[config.mk]
export PLATFORM = sky130hd
export DESIGN_NAME = movegen_sequencer
export DESIGN_NICKNAME = d
export VERILOG_FILES = /design/src/rtl/movegen_sequencer.sv
export SDC_FILE = /design/constraint.sdc
export NUM_CORES = 1
export LEC_CHECK = 0
export CORE_MARGIN = 8
export CORE_UTILIZATION = 29
export DETAILED_ROUTE_END_ITERATION = 8
export PLACE_DENSITY = 0.46
export SLEW_MARGIN = 20
export SYNTH_ARGS = -nofsm -noshare
export SYNTH_HDL_FRONTEND = slang
export SYNTH_SLANG_ARGS = --single-unit
export TNS_END_PERCENT = 1
[constraint.sdc]
create_clock -name clk -period 3.4 [get_ports clk]
set_clock_uncertainty 0.05 [all_clocks]
set_input_delay 0.34 -clock clk [delete_from_list [all_inputs] [get_ports clk]]
set_output_delay 0.34 -clock clk [all_outputs]
set_load 0.02 [all_outputs]
[src/rtl/movegen_sequencer.sv]
// movegen_sequencer: drives the chess move-generator core's command port through
// its MVV-LVA search (find victim, then each aggressor of that victim in turn),
// emitting one (from, to) move per handshake. Host commands pass through when idle.
module movegen_sequencer #(
    parameter int RESULT_LAT = 8,   // core edges from FIND-* sample to result edge
    parameter int MAX_AGG    = 16   // aggressor-restore list depth (>= 2)
) (
    input  logic       clk,
    input  logic       rst_n,
    input  logic       start,
    input  logic [7:0] host_addr,
    input  logic [7:0] host_data,
    output logic [7:0] core_addr,
    output logic [7:0] core_data,
    input  logic [7:0] core_result,
    output logic       mv_valid,
    input  logic       mv_ready,
    output logic [5:0] mv_from,
    output logic [5:0] mv_to,
    output logic       busy,
    output logic       done,
    output logic       illegal,
    output logic       overflow
);
    localparam int WW = $clog2(RESULT_LAT + 1);
    localparam int LW = $clog2(MAX_AGG + 1);
    localparam int IW = $clog2(MAX_AGG);
    localparam logic [WW-1:0] WAIT_LAST = WW'(RESULT_LAT);
    localparam logic [LW-1:0] LIST_FULL = LW'(MAX_AGG);

    localparam logic [15:0] CMD_NOP      = 16'h0000;
    localparam logic [15:0] CMD_EN_ALL   = 16'hC000;
    localparam logic [15:0] CMD_FIND_VIC = 16'hE000;

    typedef enum logic [3:0] {
        IDLE, EN_ALL, VIC_ISSUE, VIC_WAIT, AGG_ISSUE, AGG_WAIT,
        EMIT, AGG_DIS, RESTORE, VIC_DIS, DONE
    } state_t;

    state_t          state;
    logic [WW-1:0]   wcnt;      // cycles spent waiting for a FIND-* result
    logic [LW-1:0]   lcnt;      // entries held in the aggressor list
    logic [5:0]      victim;
    logic [5:0]      agg_list [MAX_AGG];
    logic [IW-1:0]   push_idx;
    logic [IW-1:0]   pop_idx;

    assign push_idx = IW'(lcnt);
    assign pop_idx  = IW'(lcnt - LW'(1));

    function automatic logic [15:0] cmd_find_agg(input logic [5:0] sq);
        return {4'hF, 2'b00, sq[5:4], sq[3:0], 4'h0};
    endfunction

    function automatic logic [15:0] cmd_set_en(input logic [5:0] sq, input logic v);
        return {4'hD, 2'b00, sq[5:4], sq[3:0], 3'b000, v};
    endfunction

    // Aggressor list storage: each accepted move's aggressor is pushed so it can be re-enabled later
    always_ff @(posedge clk) begin
        if (state == EMIT && mv_ready)
            agg_list[push_idx] <= mv_from;
    end

    // Search FSM; each command is registered on entry to the state that owns it
    always_ff @(posedge clk) begin
        if (!rst_n) begin
            state     <= IDLE;
            core_addr <= 8'h00;
            core_data <= 8'h00;
            mv_valid  <= 1'b0;
            mv_from   <= 6'd0;
            mv_to     <= 6'd0;
            busy      <= 1'b0;
            done      <= 1'b0;
            illegal   <= 1'b0;
            overflow  <= 1'b0;
            victim    <= 6'd0;
            wcnt      <= '0;
            lcnt      <= '0;
        end else begin
            {core_addr, core_data} <= CMD_NOP;
            case (state)
                IDLE: begin
                    {core_addr, core_data} <= {host_addr, host_data};
                    if (start) begin
                        {core_addr, core_data} <= CMD_EN_ALL;
                        busy     <= 1'b1;
                        illegal  <= 1'b0;
                        overflow <= 1'b0;
                        lcnt     <= '0;
                        state    <= EN_ALL;
                    end
                end
                EN_ALL: begin
                    {core_addr, core_data} <= CMD_FIND_VIC;
                    state <= VIC_ISSUE;
                end
                VIC_ISSUE: begin
                    wcnt  <= '0;
                    state <= VIC_WAIT;
                end
                VIC_WAIT: begin
                    if (wcnt != WAIT_LAST) begin
                        wcnt <= wcnt + WW'(1);
                    end else if (core_result[7]) begin
                        illegal <= 1'b1;
                        done    <= 1'b1;
                        state   <= DONE;
                    end else if (core_result[6]) begin
                        done  <= 1'b1;
                        state <= DONE;
                    end else begin
                        victim <= core_result[5:0];
                        {core_addr, core_data} <= cmd_find_agg(core_result[5:0]);
                        state  <= AGG_ISSUE;
                    end
                end
                AGG_ISSUE: begin
                    wcnt  <= '0;
                    state <= AGG_WAIT;
                end
                AGG_WAIT: begin
                    if (wcnt != WAIT_LAST) begin
                        wcnt <= wcnt + WW'(1);
                    end else if (core_result[6]) begin
                        state <= RESTORE;
                    end else begin
                        mv_valid <= 1'b1;
                        mv_from  <= core_result[5:0];
                        mv_to    <= victim;
                        state    <= EMIT;
                    end
                end
                EMIT: begin
                    if (mv_ready) begin
                        mv_valid <= 1'b0;
                        {core_addr, core_data} <= cmd_set_en(mv_from, 1'b0);
                        lcnt     <= lcnt + LW'(1);
                        state    <= AGG_DIS;
                    end
                end
                AGG_DIS: begin
                    // a full list stops this victim early; its remaining aggressors are skipped
                    if (lcnt == LIST_FULL) begin
                        overflow <= 1'b1;
                        state    <= RESTORE;
                    end else begin
                        {core_addr, core_data} <= cmd_find_agg(victim);
                        state <= AGG_ISSUE;
                    end
                end
                RESTORE: begin
                    if (lcnt != '0) begin
                        {core_addr, core_data} <= cmd_set_en(agg_list[pop_idx], 1'b1);
                        lcnt <= lcnt - LW'(1);
                    end else begin
                        {core_addr, core_data} <= cmd_set_en(victim, 1'b0);
                        state <= VIC_DIS;
                    end
                end
                VIC_DIS: begin
                    {core_addr, core_data} <= CMD_FIND_VIC;
                    state <= VIC_ISSUE;
                end
                DONE: begin
                    done  <= 1'b0;
                    busy  <= 1'b0;
                    state <= IDLE;
                end
                default: state <= IDLE;
            endcase
        end
    end
endmodule

==> impl_metrics.toml <==
[outcome]
status = "complete, no violations"

[critical_path]
path_cells = "and4bb_4 -> and2_1 -> buf_4 -> a222oi_1 -> a21boi_0 -> o22ai_1"
slowest_delay_ns = 0.77
startpoint_type = "flip-flop"
required_ns = 3.62
cp_max_fo = 20
path_buf_inv = 1
critPathKind = "flip-flop to flip-flop"
crit_path_end_kind = "flip-flop"
arrival_ns = 3.11
critPathTopFamily = "compound AO/OA/AOI/OAI gates"
crit_slowest_cell = "dfxtp_1"

[floorplan]
io_pins = 61
start_util_pct = 29.2
fp.coreArea_um2 = 22400
fp.dieArea_um2 = 27600
fp.dieW_um = 166
row_count = 55
die_h_um = 166

[clocking]
cts.sinks = 148
cts_tree = "built"
clockBufferDepth = 2
ctsResizeCount = 0
clock-root-buffer = "clkbuf_16"
cts_max_level = 4
clk_pin_slew_ns = 0.07
postCtsSetupRepairBufs = 0
numCtsBuffers = 17
ctsHoldBuffers = 0
insertion_delay_ns = 0.42

[finish]
antennaDiodeCount = 0
syn_to_final_growth_pct = 22.5
final_area_um2 = 8010
final-instance-count-excl-fill = 843
drive_above_1_share_pct = 15.4
nets = 580
final_util_pct = 35.8

[detailed_routing]
drt_iter0_drc = 367
detail_route.first_pass.iterations = 5
wire_per_inst_um = 22.0
ant_nets = 0
viasPerCell = 5.11
routed_wl_um = 18600
vias = 4310
drc_errors = 0

[logic_synthesis]
ys_warn_count = 0
seq_area_frac_synth_pct = 60.0
synth_top_family_by_area = "simple AND/OR/NAND/NOR gates"
synth_nets = 514
muxShareOfSynthArea_pct = 11.5
synth_edf_count = 96
synthSimpleGateAreaFrac_pct = 13.9
synth_area_um2 = 6540
ys_ff_latch = 148
synth_top_area_share_pct = 44.1
syn_inst = 479
ys.flop_type = "edfxtp_1"
syn_area_per_cell_um2 = 13.7
synth_compound_area_share_pct = 9.66
synthTopCellsByArea = "edfxtp_1 44%, dfxtp_1 16%, mux4_2 8.3%"
ys_types = 63
synthArstFlopShare_pct = 0
synth_top_cell_by_area = "edfxtp_1"
synth_adder_area_share_pct = 1.34
synth_xor_area_share_pct = 0.536

[timing]
fmax_mhz = 346
timing.hold.ws_ns = 0.418
slew_violations = 0
worst_pin_slew_ns = 0.884
postLayoutSetupSlackWorst_ns = 0.514
setup_viol = 0
period_minus_slack_ns = 2.89
fin_setup_tns_ns = 0
relSlewSlack_pct = 40.6
rsz0062_at_grt = "false"
finalHoldViolCount = 0
finalCritPeriodShare_pct = 84.9

[place]
place.gp.congestion = 0.803
place_ws_ns = 0.627
port-buffer-count = 60
postPlaceCellArea_um2 = 7460
dpl.hpwl_um = 13100
dp_cells = 811

[power_and_ir_drop]
total_power_mw = 4.27
power.leakage_nw = 2.50
power.density_nw_per_um2 = 533
ir_drop_uv = 292

[grt]
grt_pass1_wl_um = 28400
grt_overflow = 0
antenna_found_initial = 1
grt_use_total_pct = 13.6
grt_pass1_vias = 4508
grt_max_degree = 37

[job]
maxCapViolations = 0

[min_path]
hp-class = "flip-flop to flip-flop"
cell families (layout without fill, tap and decap cells):
family	after synthesis	after routing
AO/OA/AOI/OAI	90	90
XOR/XNOR	4	4
AND/OR/NAND/NOR	145	145
multiplexers	45	45
buffers and inverters	40	119
flip-flops	148	148
adder cells (fa/ha/maj)	7	7
final timing paths:
check | start | endpoint | slack (ns) | cells after the start
worst max-delay path | state[0] | core_data[7] | 0.51 | 6
worst min-delay path | busy | busy | 0.42 | 2
worst max register to register | state[0] | core_data[7] | 0.51 | 6
worst min register to register | busy | busy | 0.42 | 2
layout by cell type, fill, tap and decap left out, drive strengths merged, types with 4 or more instances in the layout:
cell type / instances
a21boi: 19
a21oi: 12
a222oi: 4
a31oi: 4
and2: 9
and3: 17
buf: 16
clkbuf: 18
clkdlybuf4s50: 60
clkinvlp: 5
dfxtp: 52
edfxtp: 96
ha: 7
inv: 17
mux2i: 20
mux4: 24
nand2: 12
nand2b: 6
nand3: 6
nand4: 4
nor2: 21
nor2b: 35
nor3: 7
nor4: 7
o21a: 4
o21ai: 19
o22ai: 10
or3: 5
synth_stat cells (all sizes together) (4+ instances only):
cell type	instances
nand2	12
a31oi	4
a21oi	12
o21ai	19
dfxtp	52
mux4	24
inv	11
o22ai	10
nor2b	35
a222oi	4
nand2b	6
clkbuf	7
ha	7
nand4	4
a21boi	19
o21a	4
edfxtp	96
nor2	21
buf	22
or3	5
nand3	6
and2	9
nor4	7
and3	17
nor3	7
mux2i	20
area by class of cell:
cell class | instances | area (µm²)
Clock buffer | 18 | 429
Clock inverter | 14 | 125
Fill cell | 2139 | 14400
Inverter | 11 | 41.3
Multi-Input combinational cell | 291 | 2410
Sequential cell | 148 | 3930
Tap cell | 285 | 357
Timing Repair Buffer | 76 | 721
worst min-delay path: cells and delay by family, from the launching register on:
| kind | cells | cell delay (ns) |
|---|---|---|
| flip-flops | 1 | 0.32 |
| AO/OA/AOI/OAI | 1 | 0.05 |
| buffers and inverters | 1 | 0.06 |
where the power goes:
part           total, mW  switching (mW)  internal [mW]
Sequential          1.98          0.0569           1.92
Combinational      0.521           0.295          0.226
Clock               1.77           0.815          0.957
metal layers:
metal / vias to the layer above / part of all wire, % / GRT usage (%)
met1: 2157 / 44 / 17.2
met4: 2 / 2.1 / 4.55
met3: 24 / 7.2 / 4.47
met2: 158 / 47 / 21.7
li1: 1969 / - / -
met5: - / 0.065 / 0
flip-flops by register name, indices dropped and copies added (netlist names), 4 cells and up:
register / count
core_data: 8
agg_list: 96
victim: 6
core_addr: 8
wcnt: 4
mv_to: 6
mv_from: 6
state: 4
lcnt: 5
Power figures use the tool's default switching activity.
